<file path="src/rtl/freq_gate_ctrl_pkg.sv">
// Shared definitions for the gate-time frequency-meter controller:
// default widths and the measurement state encoding.
package freq_gate_pkg;

   localparam int GATE_W_DEF = 24;
   localparam int CNT_W_DEF  = 16;

   typedef enum logic [2:0] {
      ST_IDLE   = 3'd0,
      ST_CLEAR  = 3'd1,
      ST_GATE   = 3'd2,
      ST_SETTLE = 3'd3,
      ST_LATCH  = 3'd4
   } state_e;

endpackage

</file>
<file path="src/rtl/freq_gate_ctrl_gate_timer.sv">
// gate_timer: loadable down-counter that measures the counting window.
// o_last is high while the counter holds 1, i.e. during the final window cycle.
module gate_timer
   import freq_gate_pkg::*;
#(
   parameter int GATE_W = GATE_W_DEF
) (
   input  logic              i_sysclk,
   input  logic              i_sysrst_n,
   input  logic              i_load,
   input  logic              i_en,
   input  logic [GATE_W-1:0] i_load_val,
   output logic              o_last
);

   logic [GATE_W-1:0] cnt_q;

   // Load the window length, then count down once per enabled cycle; never wraps below 0.
   always_ff @(posedge i_sysclk or negedge i_sysrst_n) begin
      if (!i_sysrst_n) begin
         cnt_q <= '0;
      end else if (i_load) begin
         cnt_q <= i_load_val;
      end else if (i_en && (cnt_q != '0)) begin
         cnt_q <= cnt_q - GATE_W'(1);
      end
   end

   assign o_last = (cnt_q == GATE_W'(1));

endmodule

</file>
<file path="src/rtl/freq_gate_ctrl.sv">
// freq_gate_ctrl: gate-time frequency-meter controller placed after input_capture.
// Clears the capture counter, opens a window of programmable length, latches the
// pulse count at window end and offers it through a valid/ack result register.
// Optional feature macro FREQ_GATE_OVF_DET_EN: detects the pulse count wrapping
// during the window and reports it on o_res_ovf (tied to 0 when undefined).
module freq_gate_ctrl
   import freq_gate_pkg::*;
#(
   parameter int GATE_W = GATE_W_DEF,
   parameter int CNT_W  = CNT_W_DEF
) (
   input  logic              i_sysclk,
   input  logic              i_sysrst_n,
   input  logic              i_start,
   input  logic              i_stop,
   input  logic              i_cont,
   input  logic [GATE_W-1:0] i_gate_len,
   input  logic [CNT_W-1:0]  i_cnt_data,
   output logic              o_clr,
   output logic              o_cnt_en,
   output logic              o_busy,
   output logic              o_res_valid,
   input  logic              i_res_ack,
   output logic [CNT_W-1:0]  o_res_data,
   output logic              o_res_ovf,
   output logic              o_miss
);

   localparam logic [2:0] S_IDLE   = ST_IDLE;
   localparam logic [2:0] S_CLEAR  = ST_CLEAR;
   localparam logic [2:0] S_GATE   = ST_GATE;
   localparam logic [2:0] S_SETTLE = ST_SETTLE;
   localparam logic [2:0] S_LATCH  = ST_LATCH;

   // A zero length would never reach the last-cycle flag, so it is floored to 1.
   function automatic logic [GATE_W-1:0] floor_len(input logic [GATE_W-1:0] len);
      return (len == '0) ? GATE_W'(1) : len;
   endfunction

   logic [2:0]        state_q;
   logic [2:0]        state_d;
   logic              gate_load;
   logic              gate_en;
   logic              gate_last;
   logic              latch_evt;
   logic [GATE_W-1:0] gate_len_fl;

   // Next-state logic; abort overrides every other transition.
   always_comb begin
      state_d = state_q;
      case (state_q)
         S_IDLE:   if (i_start) state_d = S_CLEAR;
         S_CLEAR:  state_d = S_GATE;
         S_GATE:   if (gate_last) state_d = S_SETTLE;
         S_SETTLE: state_d = S_LATCH;
         S_LATCH:  state_d = i_cont ? S_CLEAR : S_IDLE;
         default:  state_d = S_IDLE;
      endcase
      if (i_stop) state_d = S_IDLE;
   end

   // State register.
   always_ff @(posedge i_sysclk or negedge i_sysrst_n) begin
      if (!i_sysrst_n) state_q <= S_IDLE;
      else             state_q <= state_d;
   end

   // Every entry into CLEAR (fresh start or continuous re-arm) reloads the window length.
   assign gate_load   = (state_d == S_CLEAR);
   assign gate_en     = (state_q == S_GATE);
   assign gate_len_fl = floor_len(i_gate_len);
   assign latch_evt   = (state_q == S_LATCH) && !i_stop;

   gate_timer #(.GATE_W(GATE_W)) u_gate_timer (
      .i_sysclk   (i_sysclk),
      .i_sysrst_n (i_sysrst_n),
      .i_load     (gate_load),
      .i_en       (gate_en),
      .i_load_val (gate_len_fl),
      .o_last     (gate_last)
   );

   // Control outputs registered from the next state so they align with the state and never glitch.
   always_ff @(posedge i_sysclk or negedge i_sysrst_n) begin
      if (!i_sysrst_n) begin
         o_busy   <= 1'b0;
         o_clr    <= 1'b0;
         o_cnt_en <= 1'b0;
      end else begin
         o_busy   <= (state_d != S_IDLE);
         o_clr    <= (state_d == S_CLEAR);
         o_cnt_en <= (state_d == S_GATE);
      end
   end

   // Result register: a new latch wins over a same-edge ack; an overwritten unacked result sets o_miss.
   always_ff @(posedge i_sysclk or negedge i_sysrst_n) begin
      if (!i_sysrst_n) begin
         o_res_valid <= 1'b0;
         o_res_data  <= '0;
         o_miss      <= 1'b0;
      end else if (latch_evt) begin
         o_res_valid <= 1'b1;
         o_res_data  <= i_cnt_data;
         if (o_res_valid && !i_res_ack)     o_miss <= 1'b1;
         else if (o_res_valid && i_res_ack) o_miss <= 1'b0;
      end else if (o_res_valid && i_res_ack) begin
         o_res_valid <= 1'b0;
         o_miss      <= 1'b0;
      end
   end

`ifdef FREQ_GATE_OVF_DET_EN
   logic [CNT_W-1:0] cnt_data_p1;
   logic             vld_p1;
   logic             wrap_q;
   logic             wrap_now;
   logic             res_ovf_q;

   // Stage p1: previous count sample, kept while the count can still move.
   always_ff @(posedge i_sysclk) begin
      if ((state_q == S_GATE) || (state_q == S_SETTLE)) cnt_data_p1 <= i_cnt_data;
   end

   // vld_p1 marks that cnt_data_p1 belongs to the current window, so a stale sample never compares.
   always_ff @(posedge i_sysclk or negedge i_sysrst_n) begin
      if (!i_sysrst_n) vld_p1 <= 1'b0;
      else             vld_p1 <= (state_q == S_GATE) || (state_q == S_SETTLE);
   end

   // The last pair (SETTLE sample vs LATCH sample) is still checked in LATCH.
   assign wrap_now = vld_p1 && (cnt_data_p1 == '1) && (i_cnt_data == '0)
                     && ((state_q == S_GATE) || (state_q == S_SETTLE) || (state_q == S_LATCH));

   // Sticky wrap flag for the current window, cleared when the capture counter is cleared.
   always_ff @(posedge i_sysclk or negedge i_sysrst_n) begin
      if (!i_sysrst_n)              wrap_q <= 1'b0;
      else if (state_q == S_CLEAR)  wrap_q <= 1'b0;
      else if (wrap_now)            wrap_q <= 1'b1;
   end

   // Wrap flag travels with the latched data.
   always_ff @(posedge i_sysclk or negedge i_sysrst_n) begin
      if (!i_sysrst_n)    res_ovf_q <= 1'b0;
      else if (latch_evt) res_ovf_q <= wrap_q | wrap_now;
   end

   assign o_res_ovf = res_ovf_q;
`else
   assign o_res_ovf = 1'b0;
`endif

endmodule
</file>
<file path="config.mk">
export PLATFORM = sky130hd
export DESIGN_NAME = freq_gate_ctrl
export DESIGN_NICKNAME = d
export VERILOG_FILES = /design/src/rtl/freq_gate_ctrl_pkg.sv /design/src/rtl/freq_gate_ctrl_gate_timer.sv /design/src/rtl/freq_gate_ctrl.sv
export SDC_FILE = /design/constraint.sdc
export NUM_CORES = 1
export LEC_CHECK = 0
export BUFFER_PORTS_ARGS = -buffer_cell sky130_fd_sc_hd__buf_2
export CORE_MARGIN = 5
export CORE_UTILIZATION = 53
export DETAILED_ROUTE_END_ITERATION = 10
export GPL_TIMING_DRIVEN = 0
export MAX_ROUTING_LAYER = met4
export PLACE_DENSITY_LB_ADDON = 0.15
export SLEW_MARGIN = 5
export SYNTH_ARGS = -nofsm -noshare
export SYNTH_HDL_FRONTEND = slang
export SYNTH_SLANG_ARGS = --single-unit
</file>
<file path="constraint.sdc">
create_clock -name i_sysclk -period 2.6 [get_ports i_sysclk]
set_clock_uncertainty 0.2 [all_clocks]
set_input_delay 0.26 -clock i_sysclk [delete_from_list [all_inputs] [get_ports i_sysclk]]
set_output_delay 0.26 -clock i_sysclk [all_outputs]
set_load 0.02 [all_outputs]
</file>
==> Word-level counts from Yosys, hierarchy flattened <==
Cells that the tools add are included.
{ "classes": {"addsub": 1, "n_eq_ne": 7, "n_mux": 13, "n_reduce_logical": 12} }
{ "ops": {"columns": ["operator", "count"], "rows": [
  ["$mux 24", 3],
  ["$eq 24x1->1 const B", 1],
  ["$logic_not 24->1", 1],
  ["$reduce_bool 24->1", 1],
  ["$sub 24x1->24 const B", 1],
  ["$pmux 3 s5", 1],
  ["$eq 3x2->1 const B", 3],
  ["$mux 3", 3],
  ["$eq 3x1->1 const B", 2],
  ["$mux 1", 6],
  ["$logic_and 1x1->1", 4],
  ["$reduce_bool 2->1", 2],
  ["$eq 3x3->1 const B", 1],
  ["$logic_not 3->1", 1],
  ["$reduce_bool 3->1", 1],
  ["$logic_not 1->1", 2]
]} }
{ "word_totals": {"ff_bits": 48, "in_bits": 46, "out_inout_bits": 22, "wordCells": 41} }

==> Longest topological paths before layout <==
Gate-level depths: netlist (run 1).
{ "depth": {"ltp_word": 6, "depth_mapped": 9, "depth_no_buf": 7} }

==> Hierarchy <==
From an unflattened synthesis (run 1), not the netlist that was laid out.
{ "unflattened": {"cells_unflattened": 269, "hier_area_um2": 2682.6} }
{ "modules_own_cells": {"columns": ["mod", "n_inst", "cells_per_inst", "area_each_um2", "seq_area_each_um2"], "rows": [
  ["gate_timer", 1, 172, 1539.0, 600.6],
  ["freq_gate_ctrl", 1, 97, 1143.6, 600.6]
]} }

==> Worst setup path before layout (run 1) <==
OpenSTA, ideal clock, no wires.
{ "synth_timing": {"kind": "reg-to-reg", "startpoint": "register u_gate_timer.cnt_q[0]", "endpoint": "register u_gate_timer.cnt_q[18]", "setup_ns": 0.099, "t_arrival_ns": 1.880, "t_required_ns": 2.301, "path_slack_ns": 0.420, "path_stages_with_launch": 8, "n_path_buf": 0, "synth_period_minus_slack_ns": 2.180, "cell_sequence": "dfrtp_1 inv_1 ha_1 or4b_4 nor2_1 and3_1 a211oi_1 a311oi_1"} }
{ "synth_between": {"elab_chain_cells": 6, "word_cells_on_any_way": 11, "cone_classes": "1 x add/sub; 2 x eq/ne; 5 x mux; 3 x reduce/logical"} }
{ "synth_rtl": {"columns": ["element", "line_no", "text"], "rows": [
  ["start, declared", "freq_gate_ctrl_gate_timer.sv:16", "logic [GATE_W-1:0] cnt_q;"],
  ["start signal, assigned", "freq_gate_ctrl_gate_timer.sv:23", "cnt_q <= i_load_val;"],
  ["start signal, assigned", "freq_gate_ctrl_gate_timer.sv:25", "cnt_q <= cnt_q - GATE_W'(1);"],
  ["$eq 24x1->1", "freq_gate_ctrl_gate_timer.sv:29", "assign o_last = (cnt_q == GATE_W'(1));"],
  ["$mux 3", "freq_gate_ctrl.sv:54", "S_GATE: if (gate_last) state_d = S_SETTLE;"],
  ["$pmux 3 s5", "freq_gate_ctrl.sv:51", "case (state_q)"],
  ["$mux 3", "freq_gate_ctrl.sv:59", "if (i_stop) state_d = S_IDLE;"],
  ["$eq 3x1->1", "freq_gate_ctrl.sv:69", "assign gate_load = (state_d == S_CLEAR);"],
  ["$mux 24 or $reduce_bool 2->1 (tied branches)", null, null]
]} }
Parallel ways exist; a longest one is shown, timed or not. The select of a mux whose other input is x is not followed.
A chain may end at the register's enable or synchronous reset.

==> Final worst setup path (run 1) <==
{ "layout_timing": {"startpoint": "input port i_stop", "endpoint": "register u_gate_timer.cnt_q[5]"} }
{ "layout_between": {"elab_chain_cells": 3, "word_cells_on_any_way": 4, "cone_classes": "1 x eq/ne; 2 x mux; 1 x reduce/logical"} }
{ "layout_rtl": {"columns": ["element", "line_no", "text"], "rows": [
  ["start, declared", "freq_gate_ctrl.sv:15", "input logic i_stop,"],
  ["$mux 3 *", "freq_gate_ctrl.sv:59", null],
  ["$eq 3x1->1 *", "freq_gate_ctrl.sv:69", null],
  ["named net gate_load", "freq_gate_ctrl.sv:42", "logic gate_load;"],
  ["$mux 24 or $reduce_bool 2->1 (tied branches)", null, null]
]} }
The timed path passes the listed nets; every way through them passes the cells marked *.

==> results of run 1 <==
[synthesized netlist by cell type, types with 4 or more instances]
cell      instances
a221o_1           4
inv_1             5
o21ai_0          10
a21oi_1           6
nand3_1           4
nor2_1           24
nand2_1          19
buf_4             4
o211ai_1          4
mux2_2           16
nand4_1           4
dfrtp_1          48
nor3_1            5
nor4_1           12
or3_1             4
a211o_1           5
xnor2_1           4
[state kept, by name, summed over array words and instances, names as in the netlist, named ones only]
register	count
o_res_valid	1
u_gate_timer.cnt_q	24
o_res_data	16
o_busy	1
o_clr	1
state_q	3
o_cnt_en	1
[worst paths after layout]
| path | from | end | slack (ns) | depth (start not counted) |
|---|---|---|---|---|
| worst max-delay path | i_stop | u_gate_timer.cnt_q[5] | 0.16 | 10 |
| worst max register to register | u_gate_timer.cnt_q[14] | o_cnt_en | 0.16 | 5 |
| min in group asynchronous | i_sysrst_n | o_res_data[6] | 0.49 | 2 |
| worst min-delay path | i_gate_len[17] | u_gate_timer.cnt_q[17] | 0.009 | 3 |
| max in group asynchronous | i_sysrst_n | u_gate_timer.cnt_q[19] | 1.05 | 2 |
| worst min register to register | o_res_valid | flop | 0.31 | 1 |
[per-layer routing]
metal,routed length [um],vias to the layer above
met5,0,-
met4,121,0
met3,465,12
met2,3220,93
met1,3050,1089
li1,-,1124
[repair_timing]
| item | 4_1_cts | 5_1_grt |
|---|---|---|
| gates cloned | 0 | 0 |
| setup buffers | 1 | 1 |
| endpoints found under the hold margin | 72 | 1 |
| pin swaps | 1 | 0 |
| gates resized for setup | 1 | 4 |
| endpoints found under the setup margin | 5 | 19 |
| hold buffers | 25 | 1 |
[critical path, stage by stage]
cell and delay, ns:
dlygate4sd3_1 0.54, buf_2 0.17, or3_1 0.39, or2_1 0.21, clkbuf_1 0.23, inv_2 0.15, buf_4 0.20, buf_4 0.18
nand2_1 0.07, o21ai_0 0.07
[per-stage QoR]
step                      TNS [ns]  util [%]  setup slack, ns  area (sq um)  hold WS [ns]
final                            0      72.0            0.155          3400       0.00908
after global routing             0      72.0          0.00592          3400       0.00936
after detailed placement   -0.0104      63.1         -0.00783          2980         0.263
after global placement           0      63.1           0.0383          2980         0.261
after floorplan                  0         -            0.420          2570        -0.236
after CTS                        0      71.2           0.0543          3360      0.000861
[cells by family after synthesis]
kind of cell	after synthesis
AND/OR/NAND/NOR	96
AO/OA/AOI/OAI	56
flip-flops	48
multiplexers	17
buffers and inverters	17
XOR/XNOR	7
adder cells (fa/ha/maj)	2
other	1
[cell type report]
class / instances / area [sq um] / share of cell area [%]
repair buffers: 94 / 606 / 17.8
inverters: 5 / 18.8 / 0.552
well taps: 67 / 83.8 / 2.47
clock buffers: 6 / 82.6 / 2.43
clock inverters: 2 / 38.8 / 1.14
plain buffers: 12 / 81.3 / 2.39
multi-input cells: 179 / 1290 / 37.9
flip-flops and latches: 48 / 1200 / 35.3
[power breakdown]
| group | total, uW | switching (uW) | internal, uW |
|---|---|---|---|
| clock | 574 | 259 | 315 |
| combinational | 728 | 384 | 344 |
| sequential | 1100 | 188 | 908 |
==> summary.md, run 1 <==
| Metric | Value |
|---|---|
| Cell taking the most area after synthesis | dfrtp_1 |
| Area delta synth->final | 32.4% |
| Die W | 79.6 um |
| Asr flop ratio synth | 100% |
| I/O pins | 68 |
| Synth Instances | 244 |
| CP max FO | 10 |
| Layout cells sized above 1 | 35.3% |
| Pre-Repair DR Iteration Count | 4 |
| Final Cycle Share | 94.0% |
| Core box area | 4720 sq um |
| Worst rel slew slack | 29.4% |
| Number of fill cells | 345 |
| Top cell type's share of synthesized area | 46.8% |
| Ant diodes | 0 |
| Routed Wire Length | 6860 um |
| Initial drt markers | 107 |
| Simple-gate share of the synthesized area | 21.5% |
| Clk slew on worst S/H paths | 0.09 ns |
| Antenna violations before repair | 0 |
| Synth Area in XOR/XNOR | 2.39% |
| Congestion Overflow GR | 0 |
| Gr busiest metal | met2 |
| Full die area | 6340 sq um |
| Max VDD drop | 0.000478 V |
| DRT antenna net count | 0 |
| CTS buffer count | 5 |
| Final Hold Viols | 0 |
| Clock sinks | 48 |
| Critical path type | primary input to flop |
| Critical Path AT | 2.47 ns |
| First-pass GRT wire length | 11000 um |
| I/O Buffers | 66 |
| Final cell count without fillers | 413 |
| Worst setup EP type | flop |
| Compound-cell area share of the yosys netlist | 17.0% |
| Chip Height | 79.6 um |
| Detail Placement HPWL | 4590 um |
| Worst min path class | primary input to flop |
| Placed Instances | 377 |
| Status | finished, final reports clean |
| Vias in the first global route | 2236 |
| Net Count, Synth | 292 |
| Gr usage total | 22.8% |
| CTS tree | yes |
| Rows | 25 |
| Lkg Pwr | 0.00158 uW |
| Mean post-synth cell area | 10.5 sq um |
| Largest family of logic cells by synthesized area | simple AND/OR/NAND/NOR gates |
| H-tree lvl count | 2 |
| Final setup viols | 0 |
| Register area share after synthesis | 46.8% |
| DRC Markers | 0 |
| Synth Area in Adders | 0.975% |
| Total power draw | 2400 uW |
| Worst Tran Pin Value | 1.06 ns |
| Post-synthesis register bit count | 48 |
| Mux contribution to synthesized area | 7.41% |
| GP Congestion | 0.877 |
| Met2 usage | 36.1% |
| Yosys cell types | 63 |
| CP required | 2.63 ns |
| Detailed-route via count | 2318 |
| Post-Synthesis Cell Area | 2570 sq um |
| Largest net degree at the start of global routing | 49 |
| Total power divided by cell area | 705 nW/um^2 |
| Routing usage on met3 | 4.51% |
| Slew Viols, Final | 0 |
| Post-synth EDFFs | 0 |
| Clock Latency Late Sink | 0.31 ns |
| Clock root buffer | clkbuf_8 |
| Most common flop cell mapped by yosys | dfrtp_1 |
| Max Freq | 0.409 GHz |
| Commonest cells after routing, fill and taps aside | buf_2 (69), dfrtp_1 (48), dlygate4sd3_1 (26) |
| Final worst path period need | 2.44 ns |
| Max cap viols | 0 |
| Starting Density | 54.4% |
| Met1 usage | 29.7% |
| WL per Instance | 16.6 um |
| Yosys Warn Count | 0 |
| CP Launch Type | primary input |
| Most common cell after layout, fill and taps aside | buf_2 |
| Nets | 393 |
| Max clock buf depth | 2 |
| RSZ-0062 raised after global routing | false |
| Vias per cell | 5.61 |
| Leading cell types by total area after synthesis | dfrtp_1 (47%), mux2_2 (7.0%), nor2_1 (3.5%) |
Note: power is estimated with default switching activity, not from simulation.
==> run 2, diff against run 1 <==
Settings changed: MAX_ROUTING_LAYER met4 to unset.
==> run 2 against run 1 <==
  * Combinational power is essentially flat
  * Power is essentially flat
  * Clock power is essentially flat
  * Die area is the same
  * Critical endpoint is now u_gate_timer.cnt_q[23]
==> summary.md, run 2 (synthesized netlist as in run 1, its figures left out) <==
| Metric | Value |
|---|---|
| Design area | 3400 sq um |
| Total power draw | 2400 uW |
| Reg power frac | 45.6% |
| Max cap viols | 0 |
| Critical Path AT | 2.47 ns |
| Max Freq | 0.408 GHz |
| Detail Placement HPWL | 4590 um |
| Vias per cell | 5.68 |
| Congestion Overflow GR | 0 |
| Status | finished, final reports clean |
| Reg-to-Reg Start | u_gate_timer.cnt_q[15] |
| Worst setup EP type | flop |
| Worst min path class | primary input to flop |
| I/O pins | 68 |
| Placed Area | 2980 sq um |
| Routed Wire Length | 6870 um |
| DRC Markers | 0 |
| WHS | 0.0131 ns |
| CP Cell Sequence | dlygate4sd3_1 -> buf_2 -> or3_1 -> or2_1 -> clkbuf_1 -> inv_2 -> buf_4 -> a211oi_2 -> a311oi_2 |
| Largest stage delay, worst path | 0.54 ns |
| Vias in the first global route | 2243 |
| Share of power burned in the clock network | 24.0% |
| Rows | 25 |
| Gr usage total | 22.2% |
| Starting Density | 54.4% |
| Area delta synth->final | 32.4% |
| Antenna violations before repair | 0 |
| Max VDD drop | 0.000480 V |
| Clock sinks | 48 |
| CTS tree | yes |
| Most common cell after layout, fill and taps aside | buf_2 |
| RSZ-0062 raised after global routing | false |
| Detailed-route via count | 2346 |
| Core box area | 4720 sq um |
| Worst Tran Pin Value | 1.05 ns |
| Largest regs | u_gate_timer.cnt_q x24, o_res_data x16, state_q x3 |
| Max reg flops | 24 |
| Final Cycle Share | 94.4% |
| Finished Core Util | 72.0% |
| DRT antenna net count | 0 |
| Final Hold Viols | 0 |
| Total power divided by cell area | 705 nW/um^2 |
| CP max FO | 10 |
| FF-to-FF End | o_cnt_en |
| Final setup viols | 0 |
| Switching Fraction | 34.7% |
| Slew Viols, Final | 0 |
| GP Congestion | 0.863 |
| Clock root buffer | clkbuf_8 |
| CP Launch Point | i_stop |
| CP required | 2.61 ns |
| Max clock buf depth | 2 |
| Pre-Repair DR Iteration Count | 4 |
| First-pass GRT wire length | 11000 um |
| Lkg Pwr | 0.00158 uW |
| Commonest cells after routing, fill and taps aside | buf_2 (69), dfrtp_1 (48), dlygate4sd3_1 (26) |
| Net Sw Power | 832 uW |
| Die W | 79.6 um |
| Slowest CP cell | dlygate4sd3_1 |
| CP Launch Type | primary input |
| Setup_tns | 0 ns |
| Clk slew on worst S/H paths | 0.08 ns |
| Largest net degree at the start of global routing | 49 |
| Worst Reg-to-Reg Cells | 5 |
| Nets | 393 |
| R2R Setup Slk | 0.15 ns |
| Layout cells sized above 1 | 35.3% |
| Chip Height | 79.6 um |
| Initial drt markers | 108 |
| WL per Instance | 16.6 um |
| Full die area | 6340 sq um |
| Worst rel slew slack | 30.1% |
| I/O Buffers | 66 |
| Final worst path period need | 2.45 ns |
| CTS buffer count | 5 |
| Cell Int Power | 1570 uW |
| Worst Setup EP | u_gate_timer.cnt_q[23] |
| Critical path type | primary input to flop |
| Clock Latency Late Sink | 0.31 ns |
| Ant diodes | 0 |
| Top reg by flops | u_gate_timer.cnt_q |
| Logic pwr share | 30.4% |
| H-tree lvl count | 2 |
-- run 2: cell counts in the layout (fill, tap and decap cells not counted) --
No cell type changed its count.
-- run 2: timing repair --
item / 4_1_cts / 5_1_grt
hold buffers: 25 / 1
endpoints found under the setup margin: 5 / 19
buffers inserted: 1 / 1
pin swaps: 1 / 0
hold endpoints to repair: 72 / 1
resized for setup: 1 / 4
-- run 2: power by group through the flow --
stage | Clock, uW | Combinational (uW) | Sequential (uW)
finish | 575 | 728 | 1090
global route | 617 | 795 | 1120
CTS | 586 | 709 | 1080
detailed placement | 0 | 676 | 1090
global placement | 0 | 660 | 1090
floorplan | 0 | 423 | 1120
-- run 2: cell type report --
class | instances | area [sq um]
timing repair buffer | 94 | 606
sequential | 48 | 1200
buffer | 12 | 81.3
fill | 345 | 1320
inverter | 5 | 18.8
tap | 67 | 83.8
clock inverter | 2 | 38.8
multi-input combinational | 179 | 1290
clock buffer | 6 | 82.6
-- run 2: per-stage QoR --
step	cells	setup WS [ns]
detailed placement	377	-0.00783
finish	413	0.146
floorplan	244	0.420
global placement	377	0.0383
CTS	411	0.0543
global route	413	0.00592
-- run 2: how the worst min path moves through the flow --
| stage | startpoint | endpoint | slack, ns | cells past startpoint |
|---|---|---|---|---|
| 2_1_floorplan | i_sysrst_n | async pin | -0.24 | 0 |
| 3_3_place_gp | i_res_ack | flop | 0.26 | 2 |
| 3_5_place_dp | i_res_ack | flop | 0.26 | 2 |
| 4_1_cts | i_cnt_data[4] | o_res_data[4] | 0.0009 | 2 |
| 5_1_grt | i_gate_len[4] | u_gate_timer.cnt_q[4] | 0.009 | 2 |
| 6_report | i_gate_len[2] | u_gate_timer.cnt_q[2] | 0.01 | 3 |
-- run 2: worst max-delay path, delay by kind of cell --
kind                   cells  cell delay, ns
buffers and inverters      5            1.29
AO/OA/AOI/OAI              2            0.30
AND/OR/NAND/NOR            2            0.60
-- run 2: metal layers --
| layer | global-route usage (%) | vias up | wire (um) |
|---|---|---|---|
| li1 | - | 1130 | - |
| met1 | 29.4 | 1111 | 2950 |
| met2 | 36.3 | 95 | 3250 |
| met3 | 4.74 | 10 | 560 |
| met4 | 7.39 | 0 | 99 |
| met5 | 0 | - | 0 |
